--- config.mk ---
export PLATFORM = sky130hd
export DESIGN_NAME = hazard_ctrl_flat
export DESIGN_NICKNAME = d
export VERILOG_FILES = /design/src/rtl/hazard_ctrl_if.sv /design/src/rtl/hazard_ctrl.sv /design/src/flat_wrapper.sv
export SDC_FILE = /design/constraint.sdc
export NUM_CORES = 1
export LEC_CHECK = 0
export ABC_AREA = 1
export CORE_UTILIZATION = 47
export DETAILED_ROUTE_END_ITERATION = 16
export GPL_TIMING_DRIVEN = 0
export PLACE_DENSITY = 0.95
export RECOVER_POWER = 50
export SLEW_MARGIN = 20
export SYNTH_ARGS = -nofsm -noshare
export SYNTH_HDL_FRONTEND = slang
export SYNTH_SLANG_ARGS = --single-unit
--- constraint.sdc ---
create_clock -name clk -period 3 [get_ports clk]
set_input_delay 0.6 -clock clk [delete_from_list [all_inputs] [get_ports clk]]
set_output_delay 0.6 -clock clk [all_outputs]
set_load 0.05 [all_outputs]
--- src/rtl/hazard_ctrl_if.sv ---
// hazard_ctrl_if: ID/EX/ME hazard inputs and stall/flush outputs; HAZARD_STATS_EN adds stall_cnt
interface hazard_ctrl_if;
  logic [4:0] rs1_id, rs2_id, rd_ex;
  logic MemRd_ex, NextPCSrc, dmem_req, dmem_ready;
  logic stall_pc, stall_ifid, stall_idex, stall_exme;
  logic flush_ifid, flush_idex, mem_timeout;
`ifdef HAZARD_STATS_EN
  logic [31:0] stall_cnt;
`endif
  modport master (
    output rs1_id, rs2_id, rd_ex, MemRd_ex, NextPCSrc, dmem_req, dmem_ready,
    input stall_pc, stall_ifid, stall_idex, stall_exme, flush_ifid, flush_idex, mem_timeout
`ifdef HAZARD_STATS_EN
    , stall_cnt
`endif
  );
  modport slave (
    input rs1_id, rs2_id, rd_ex, MemRd_ex, NextPCSrc, dmem_req, dmem_ready,
    output stall_pc, stall_ifid, stall_idex, stall_exme, flush_ifid, flush_idex, mem_timeout
`ifdef HAZARD_STATS_EN
    , stall_cnt
`endif
  );
endinterface

--- src/rtl/hazard_ctrl.sv ---
// hazard_ctrl: pipeline stall/flush control with memory-wait FSM and watchdog; HAZARD_STATS_EN adds stall_cnt
module hazard_ctrl (
  input logic clk,
  input logic rst_n,
  hazard_ctrl_if.slave bus
);
  typedef enum logic {RUN, MEM_WAIT} state_t;
  state_t r_state, w_next;
  logic r_pend, r_timeout;
  logic [7:0] r_wait_cnt;
  logic w_load_use, w_stall_all, w_stall_front, w_flush_if, w_flush_id;
  always_comb begin
    w_load_use = bus.MemRd_ex && bus.rd_ex != 5'd0 && (bus.rd_ex == bus.rs1_id || bus.rd_ex == bus.rs2_id);
    w_next = r_state;
    w_stall_all = 1'b0;
    w_stall_front = 1'b0;
    w_flush_if = 1'b0;
    w_flush_id = 1'b0;
    if (r_state == RUN) begin
      if (bus.dmem_req && !bus.dmem_ready) begin
        w_stall_all = 1'b1;
        w_next = MEM_WAIT;
      end else if (bus.NextPCSrc) begin
        w_flush_if = 1'b1;
        w_flush_id = 1'b1;
      end else if (w_load_use) begin
        w_stall_front = 1'b1;
        w_flush_id = 1'b1;
      end
    end else if (!bus.dmem_ready) begin
      w_stall_all = 1'b1;
    end else begin
      w_next = RUN;
      w_flush_if = r_pend || bus.NextPCSrc;
      w_flush_id = r_pend || bus.NextPCSrc || w_load_use;
      w_stall_front = !(r_pend || bus.NextPCSrc) && w_load_use;
    end
  end
  assign bus.stall_pc = rst_n && (w_stall_all || w_stall_front);
  assign bus.stall_ifid = rst_n && (w_stall_all || w_stall_front);
  assign bus.stall_idex = rst_n && w_stall_all;
  assign bus.stall_exme = rst_n && w_stall_all;
  assign bus.flush_ifid = rst_n && w_flush_if;
  assign bus.flush_idex = rst_n && w_flush_id;
  assign bus.mem_timeout = r_timeout;
  always_ff @(posedge clk) begin
    if (!rst_n) begin
      r_state <= RUN;
      r_pend <= 1'b0;
      r_wait_cnt <= 8'd0;
      r_timeout <= 1'b0;
    end else begin
      r_state <= w_next;
      r_pend <= (w_next == MEM_WAIT) && ((r_state == MEM_WAIT && r_pend) || bus.NextPCSrc);
      r_wait_cnt <= (r_state == MEM_WAIT && w_next == MEM_WAIT) ? r_wait_cnt + 8'(r_wait_cnt != 8'hFF) : 8'd0;
      if (r_state == MEM_WAIT && r_wait_cnt == 8'hFF && !bus.dmem_ready) r_timeout <= 1'b1;
    end
  end
`ifdef HAZARD_STATS_EN
  logic [31:0] r_stall_cnt;
  always_ff @(posedge clk) begin
    if (!rst_n) r_stall_cnt <= 32'd0;
    else r_stall_cnt <= r_stall_cnt + 32'(bus.stall_pc && r_stall_cnt != 32'hFFFF_FFFF);
  end
  assign bus.stall_cnt = r_stall_cnt;
`else
`endif
endmodule
--- src/flat_wrapper.sv ---
// flat-port wrapper written by rule: the top's interface ports become plain ports
module hazard_ctrl_flat 
  (clk, rst_n, bus_rs1_id, bus_rs2_id, bus_rd_ex, bus_MemRd_ex, bus_NextPCSrc, bus_dmem_req, bus_dmem_ready, bus_stall_pc, bus_stall_ifid, bus_stall_idex, bus_stall_exme, bus_flush_ifid, bus_flush_idex, bus_mem_timeout);
  hazard_ctrl_if bus_i ();
  input logic clk;
  input logic rst_n;
  input wire logic [$bits(bus_i.rs1_id)-1:0] bus_rs1_id;
  input wire logic [$bits(bus_i.rs2_id)-1:0] bus_rs2_id;
  input wire logic [$bits(bus_i.rd_ex)-1:0] bus_rd_ex;
  input wire logic [$bits(bus_i.MemRd_ex)-1:0] bus_MemRd_ex;
  input wire logic [$bits(bus_i.NextPCSrc)-1:0] bus_NextPCSrc;
  input wire logic [$bits(bus_i.dmem_req)-1:0] bus_dmem_req;
  input wire logic [$bits(bus_i.dmem_ready)-1:0] bus_dmem_ready;
  output wire logic [$bits(bus_i.stall_pc)-1:0] bus_stall_pc;
  output wire logic [$bits(bus_i.stall_ifid)-1:0] bus_stall_ifid;
  output wire logic [$bits(bus_i.stall_idex)-1:0] bus_stall_idex;
  output wire logic [$bits(bus_i.stall_exme)-1:0] bus_stall_exme;
  output wire logic [$bits(bus_i.flush_ifid)-1:0] bus_flush_ifid;
  output wire logic [$bits(bus_i.flush_idex)-1:0] bus_flush_idex;
  output wire logic [$bits(bus_i.mem_timeout)-1:0] bus_mem_timeout;
  assign bus_i.rs1_id = bus_rs1_id;
  assign bus_i.rs2_id = bus_rs2_id;
  assign bus_i.rd_ex = bus_rd_ex;
  assign bus_i.MemRd_ex = bus_MemRd_ex;
  assign bus_i.NextPCSrc = bus_NextPCSrc;
  assign bus_i.dmem_req = bus_dmem_req;
  assign bus_i.dmem_ready = bus_dmem_ready;
  assign bus_stall_pc = bus_i.stall_pc;
  assign bus_stall_ifid = bus_i.stall_ifid;
  assign bus_stall_idex = bus_i.stall_idex;
  assign bus_stall_exme = bus_i.stall_exme;
  assign bus_flush_ifid = bus_i.flush_ifid;
  assign bus_flush_idex = bus_i.flush_idex;
  assign bus_mem_timeout = bus_i.mem_timeout;
  hazard_ctrl u_core (.clk(clk), .rst_n(rst_n), .bus(bus_i));
endmodule
# [After elaboration in Yosys (flattened, before gate mapping)]
# Cells that the tools add are included.
[totals] wordCells=47 in_bits=21 out_inout_bits=7 regBits=11
[op_classes] n_addsub=1 n_reduce_logical=22 eq_ne=4 n_mux=16
[ops] operator="$mux 1" count=16
[ops] operator="$logic_and 1x1->1" count=13
[ops] operator="$eq 5x5->1" count=2
[ops] operator="$add 8x1->8" count=1
[ops] operator="$eq 8x8->1 const B" count=1
[ops] operator="$ne 8x8->1 const B" count=1
[ops] operator="$logic_or 1x1->1" count=5
[ops] operator="$reduce_bool 5->1" count=1
[ops] operator="$logic_not 1->1" count=2
[ops] operator="$reduce_and 2->1" count=1

# [Depth between registers and ports, before layout]
# Gate-level depths: netlist (run 1).
[depth] ltp_word=9 depth_mapped=11 ltp_nobuf=10

# [Least setup slack after synthesis (run 1)]
# OpenSTA, ideal clock, no wires.
[synth_path] path_type="input-to-output" from="in bus_dmem_ready" to="out bus_flush_ifid" path_stages=4 slack_ns=0.113 n_path_buf=0 arrival_ns=2.287 required_time_ns=2.400 path_cell_list="inv_1 nand2_1 a21oi_1 nor4_1"
[synth_via] elab_chain_cells=5 word_cells_on_any_way=6 classes_between="3 x mux; 3 x reduce/logical"
[synth_lines] item="from (decl)" line="flat_wrapper.sv:13" text="input wire logic [$bits(bus_i.dmem_ready)-1:0] bus_dmem_ready;"
[synth_lines] item="$logic_not 1->1" line="hazard_ctrl.sv:20" text="if (bus.dmem_req && !bus.dmem_ready) begin"
[synth_lines] item="$logic_and 1x1->1" line="hazard_ctrl.sv:20"
[synth_lines] item="$mux 1" line="hazard_ctrl.sv:20"
[synth_lines] item="$mux 1 *" line="hazard_ctrl.sv:19" text="if (r_state == RUN) begin"
[synth_lines] item="$logic_and 1x1->1 *" line="hazard_ctrl.sv:43" text="assign bus.flush_ifid = rst_n && w_flush_if;"
[synth_lines] item="to (decl)" line="flat_wrapper.sv:18" text="output wire logic [$bits(bus_i.flush_ifid)-1:0] bus_flush_ifid;"
# Mark *: on every way between the ends. The rest lies on a longest branch, timed or not.

# [Worst setup path after layout (run 1)]
[layout_path] from="in bus_dmem_ready" to="out bus_stall_idex"
[layout_via] elab_chain_cells=5 word_cells_on_any_way=6 classes_between="3 x mux; 3 x reduce/logical"
[layout_lines] item="$logic_not 1->1" line="hazard_ctrl.sv:20"
[layout_lines] item="$logic_and 1x1->1" line="hazard_ctrl.sv:20"
[layout_lines] item="$mux 1" line="hazard_ctrl.sv:20"
[layout_lines] item="$mux 1 *" line="hazard_ctrl.sv:19"
[layout_lines] item="$logic_and 1x1->1 *" line="hazard_ctrl.sv:41" text="assign bus.stall_idex = rst_n && w_stall_all;"
[layout_lines] item="to (decl)" line="flat_wrapper.sv:16" text="output wire logic [$bits(bus_i.stall_idex)-1:0] bus_stall_idex;"
# Marked as above.

==> results of run 1 <==
-- stage by stage --
step	worst slack (ps)	setup TNS [ps]
6_report	134.1	0
5_1_grt	26.00	0
3_3_place_gp	-291.4	-863.3
4_1_cts	8.308	0
2_1_floorplan	113.2	0
3_5_place_dp	-350.4	-1019
-- tightest hold or removal path, stage by stage (launching register included) --
cell,delay (ps)
dfxtp_1,320
inv_1,60
a21oi_1,50
-- flip-flops by register name, summed over array words and instances, names as in the netlist --
register,cells
u_core.bus.mem_timeout,1
u_core.r_wait_cnt,8
u_core.r_pend,1
u_core.r_state,1
-- path summary, 6_finish.rpt --
kind	startpoint	to	slack, ps	cells past startpoint
worst max register to register	u_core.r_wait_cnt[2]$_SDFF_PN0_	u_core.r_wait_cnt[6]$_SDFF_PN0_	1130	9
worst min-delay path	u_core.bus.mem_timeout$_SDFFE_PN0P_	u_core.bus.mem_timeout$_SDFFE_PN0P_	480	2
worst max-delay path	bus_dmem_ready	bus_stall_idex	130	6
worst min register to register	u_core.bus.mem_timeout$_SDFFE_PN0P_	u_core.bus.mem_timeout$_SDFFE_PN0P_	480	2
-- cells in the mapped netlist --
cell type and number:
nor4_2 1, clkinv_1 1, xnor2_1 2, or2_2 1
nand2_1 35, inv_2 5, o21ai_0 5, nor3_2 1
a21oi_1 7, nand4_1 3, ha_1 2, nor3_1 2
nor2_1 18, inv_1 23, nor2_4 1, nor4_1 1
nand2_2 3, nand3_1 5, a22oi_1 1, and3_1 1
buf_4 2, o21ai_2 1, dfxtp_1 11
-- cell families after synthesis --
group | count (synthesis) | share of synthesized area [%]
AOI/OAI and AO/OA | 14 | 9.698
xor gates and xnor gates | 2 | 2.226
adders and majority gates | 2 | 3.179
buffers and inverters | 31 | 15.74
DFF | 11 | 27.98
and+or+nand+nor | 72 | 41.18
-- power by group through the flow --
stage	Clock (mW)	Combinational (mW)	Sequential (mW)
floorplan	0	0.0556	0.152
global placement	0	0.100	0.152
detailed placement	0	0.104	0.152
CTS	0.105	0.101	0.149
global route	0.114	0.110	0.149
finish	0.103	0.0999	0.149
-- layout make-up --
class / count / area [sq um] / share of cell area, %
Multi-Input combinational cell: 90 / 434.2 / 40.12
Timing Repair Buffer: 27 / 257.7 / 23.81
Sequential cell: 11 / 220.2 / 20.35
Inverter: 29 / 108.9 / 10.06
Clock buffer: 4 / 26.28 / 2.428
Tap cell: 16 / 20.02 / 1.850
Buffer: 2 / 15.01 / 1.387
-- layer usage --
metal / up-vias / routed length, um / track usage, %
met5: - / 0 / 0
met1: 377 / 702 / 23.50
met3: 10 / 94 / 7.234
li1: 473 / - / -
met4: 0 / 77 / 14.37
met2: 34 / 844 / 38.18
-- timing repair --
action                                  CTS  global route
gates cloned                              0             0
endpoints found under the setup margin    5             3
gates resized for setup                   6             5
hold buffers                              0             0
==> impl_metrics.py, run 1 <==
metrics = {
    "place": {
        "dp_hpwl_mm": 1.412,
        "gp_congestion": 0.8109,
        "numPlacedInstances": 175,
        "placed_area_sq_um": 1077,
        "io_buffers": 27,
    },
    "logic_synthesis": {
        "syn-cell-area_sq_um": 787.0,
        "syn_avg_cell_area_sq_um": 5.962,
        "seq_area_frac_synth_pct": 27.98,
        "synth_seq_cells": 11,
        "synth_top_area_share_pct": 27.98,
        "synth_area_leaders": "dfxtp_1 28%, nand2_1 17%, inv_1 11%, nor2_1 8.6%, a21oi_1 4.5%",
        "syn-num-nets": 155,
        "synth.largest_area_cell": "dfxtp_1",
        "synth_cells": 132,
        "yosys_warnings": 0,
        "synth.distinct_cells": 23,
    },
    "pwr": {
        "p_sw_share_pct": 30.60,
        "p_per_area_nw_per_um2": 324.9,
        "pwr-share-comb_pct": 28.4,
        "pwr-share-seq_pct": 42.4,
        "peakVddDrop_v": 0.0002274,
        "internal_power_uw": 244.0,
        "p_clk_share_pct": 29.2,
        "power_uw": 351.6,
        "netSwitchingPower_uw": 107.6,
        "p_leak_nw": 0.5270,
    },
    "worst_hold_path": {
        "worstHoldPathType": "reg2reg",
    },
    "critical_path": {
        "cp-start-kind": "primary input",
        "crit_fanout": 9,
        "cp.arrival_ps": 2270,
        "crit_family": "buffers and inverters",
        "cp_slowest_cell": "dlygate4sd2_1",
        "critPathKind": "in2out",
        "crit_buf_inv": 3,
        "endpoint_kind": "primary output",
        "crit_path_cell_trace": "clkdlybuf4s50_1 > nor2_4 > nand2_1 > o21ai_2 > buf_4 > dlygate4sd2_1",
        "cp.required_ps": 2400,
        "cpPeakStageDelay_ps": 520,
    },
    "routing": {
        "wl_mm": 1.719,
        "drt_iter0_drc": 20,
        "vias": 894,
        "drtAntennaViolNets": 0,
        "route.detailed.drc": 0,
        "wire_per_inst_um": 9.603,
        "drtPass1Iterations": 4,
        "via_per_inst": 4.994,
    },
    "sta": {
        "hold_viol_final": 0,
        "skew_ps": 2.660,
        "timing.slew.headroom_pct": 66.69,
        "finalHoldWorstSlack_ps": 478.0,
        "rsz0062_at_grt": "false",
        "max_slew.worst_pin.slew_ps": 498.9,
        "fmax_mhz": 348.9,
        "post-route-period-util_pct": 95.53,
        "period_minus_slack_ps": 2866,
        "setup_viol": 0,
        "final_max_slew_viol_count": 0,
    },
    "global_routing": {
        "antenna_found_initial": 0,
        "grt_usage_pct": 22.50,
        "grt_pass1_wl_mm": 3.105,
        "grt_max_degree": 10,
        "grt_pass1_vias": 841,
        "grt_overflow": 0,
    },
    "die": {
        "ios": 28,
        "start_util_pct": 51.06,
        "dieArea_sq_um": 1842,
        "rows": 14,
        "die_w_um": 42.92,
        "chipHeight_um": 42.92,
        "fp.coreArea_sq_um": 1541,
    },
    "clock_tree": {
        "cts_inserted_buffers": 3,
        "postCtsSetupRepairBufs": 0,
        "clk_pin_slew_ps": 70,
        "clock_latency_ps": 270,
        "root_buffer": "clkbuf_4",
        "clock_sinks": 11,
        "cts_max_level": 1,
        "cts_tree": "built",
        "clock_path_buffers": 2,
    },
    "final_layout": {
        "final_util_pct": 70.21,
        "antenna_cells": 0,
        "drive_above_1_share_pct": 11.66,
        "area_growth_pct": 37.52,
        "mostFrequentLayoutCells": "36 x nand2_1, 23 x inv_1, 21 x clkdlybuf4s50_1",
        "layout_commonest_cell": "nand2_1",
        "layout.nets": 187,
        "post-route-cell-area_sq_um": 1082,
        "final_cells": 179,
        "nFillCells": 134,
    },
    "run": {
        "max_cap_violations": 0,
    },
    "run_status": {
        "status": "finished, final reports clean",
    },
}
Note: power is estimated with default switching activity, not from simulation.
==> run 2: changes to the inputs <==
- REMOVE_ABC_BUFFERS: unset -> 1
==> impl_metrics.py, run 2 (synthesis results as in run 1) <==
metrics = {
    "run_status": {
        "status": "finished, final reports clean",
    },
    "critical_path": {
        "rr_worst_depth": 9,
        "crit_path_start": "bus_dmem_ready",
        "cp.arrival_ps": 2340,
        "crit_fanout": 9,
        "cp-start-kind": "primary input",
        "cp.required_ps": 2400,
        "r2r_start": "u_core.r_wait_cnt[6]$_SDFF_PN0_",
        "critPathKind": "in2out",
        "endpoint_kind": "primary output",
    },
    "sta": {
        "post-route-period-util_pct": 97.98,
        "final_max_slew_viol_count": 0,
        "skew_ps": 9.371,
        "rsz0062_at_grt": "false",
        "max_slew.worst_pin.slew_ps": 501.1,
        "period_minus_slack_ps": 2939,
        "timing.slew.headroom_pct": 66.54,
        "setup_viol": 0,
        "setup_ws_ps": 60.73,
        "fmax_mhz": 340.2,
        "hold_viol_final": 0,
    },
    "routing": {
        "wl_met2_mm": 1.062,
        "drt_iter0_drc": 25,
        "vias": 894,
        "drtAntennaViolNets": 0,
        "wire_per_inst_um": 10.75,
        "wl_mm": 1.902,
        "drtPass1Iterations": 4,
        "met1_length_um": 707,
        "routed.top_layer": "met4",
        "route.detailed.drc": 0,
        "via_per_inst": 5.051,
        "wl_met3_um": 100,
    },
    "pwr": {
        "p_leak_nw": 0.5138,
        "peakVddDrop_v": 0.0001995,
        "power_uw": 351.2,
        "p_per_area_nw_per_um2": 328.7,
    },
    "place": {
        "placed_area_sq_um": 1062,
        "io_buffers": 27,
        "preCtsSetupSlack_ps": -302.2,
        "numPlacedInstances": 173,
        "dp_hpwl_mm": 1.513,
        "gp_congestion": 0.8289,
    },
    "die": {
        "die_w_um": 42.92,
        "rows": 14,
        "dieArea_sq_um": 1842,
        "fp.coreArea_sq_um": 1541,
        "chipHeight_um": 42.92,
        "start_util_pct": 51.06,
        "ios": 28,
    },
    "final_layout": {
        "largest_register_ffs": 8,
        "layout.nets": 185,
        "antenna_cells": 0,
        "post-route-cell-area_sq_um": 1069,
        "final_util_pct": 69.32,
        "drive_above_1_share_pct": 11.18,
        "mostFrequentLayoutCells": "35 x nand2_1, 23 x inv_1, 22 x clkdlybuf4s50_1",
        "area_growth_pct": 35.77,
        "layout_commonest_cell": "nand2_1",
        "top_register": "u_core.r_wait_cnt",
        "final_cells": 177,
        "nFillCells": 138,
    },
    "global_routing": {
        "antenna_found_initial": 0,
        "grt_pass1_vias": 862,
        "grt_overflow": 0,
        "grt_usage_pct": 22.44,
        "grt_pass1_wl_mm": 3.167,
        "grt_max_degree": 10,
    },
    "clock_tree": {
        "cts_inserted_buffers": 3,
        "cts_tree": "built",
        "root_buffer": "clkbuf_4",
        "clock_sinks": 11,
        "clock_latency_ps": 270,
        "clk_pin_slew_ps": 80,
        "clock_path_buffers": 2,
        "postCtsSetupRepairBufs": 0,
        "cts_max_level": 1,
    },
    "run": {
        "max_cap_violations": 0,
    },
    "worst_hold_path": {
        "worstHoldPathType": "reg2reg",
        "whs_path_depth": 2,
        "min_from": "u_core.bus.mem_timeout$_SDFFE_PN0P_",
    },
}
-- run 2: changes by cell type in the layout (fill, tap and decap cells not counted), sizes merged --
| cell | delta |
|---|---|
| buf | -1 |
| clkbuf | -1 |
| clkdlybuf4s50 | +1 |
| dlygate4sd2 | -1 |
-- run 2: cell type report --
class	instances	area (sq um)	share of cell area, %
clock buffers	4	26.28	2.459
repair buffers	27	256.5	24.00
inverters	29	108.9	10.19
well taps	16	20.02	1.874
flip-flops and latches	11	220.2	20.61
multi-input cells	90	436.7	40.87
-- run 2: layer usage --
layer	global-route usage (%)	up-vias
met1	20.98	389
met4	14.37	0
li1	-	466
met2	42.12	35
met5	0	-
met3	5.532	4
-- run 2: path summary, 6_finish.rpt --
path / end / slack, ps
hold reg to reg: u_core.bus.mem_timeout$_SDFFE_PN0P_ / 450
setup reg to reg: u_core.r_wait_cnt[6]$_SDFF_PN0_ / 1150
setup / recovery: bus_stall_exme / 60
hold / removal: u_core.bus.mem_timeout$_SDFFE_PN0P_ / 450
-- run 2: power by group --
group / internal [mW] / leakage [nW] / switching, mW
combinational: 0.0431 / 0.410 / 0.0550
sequential: 0.148 / 0.0889 / 0.00167
clock: 0.0515 / 0.0150 / 0.0524
-- run 2: critical path: stages --
cell,delay (ps)
clkdlybuf4s50_1,480
nor2_4,180
nand2_2,150
o21ai_2,110
clkdlybuf4s50_1,820
-- run 2: timing repair --
item                                   CTS  global route
hold buffers                             0             0
gates resized for setup                  9             6
setup endpoints to repair                4             5
endpoints found under the hold margin    0             0
-- run 2: per-stage QoR --
stage          setup TNS, ps  hold WS (ps)
2_1_floorplan         -18.05         449.6
3_3_place_gp          -671.6         442.1
3_5_place_dp          -921.7         447.3
4_1_cts                    0         458.4
5_1_grt                    0         485.5
6_report                   0         453.7
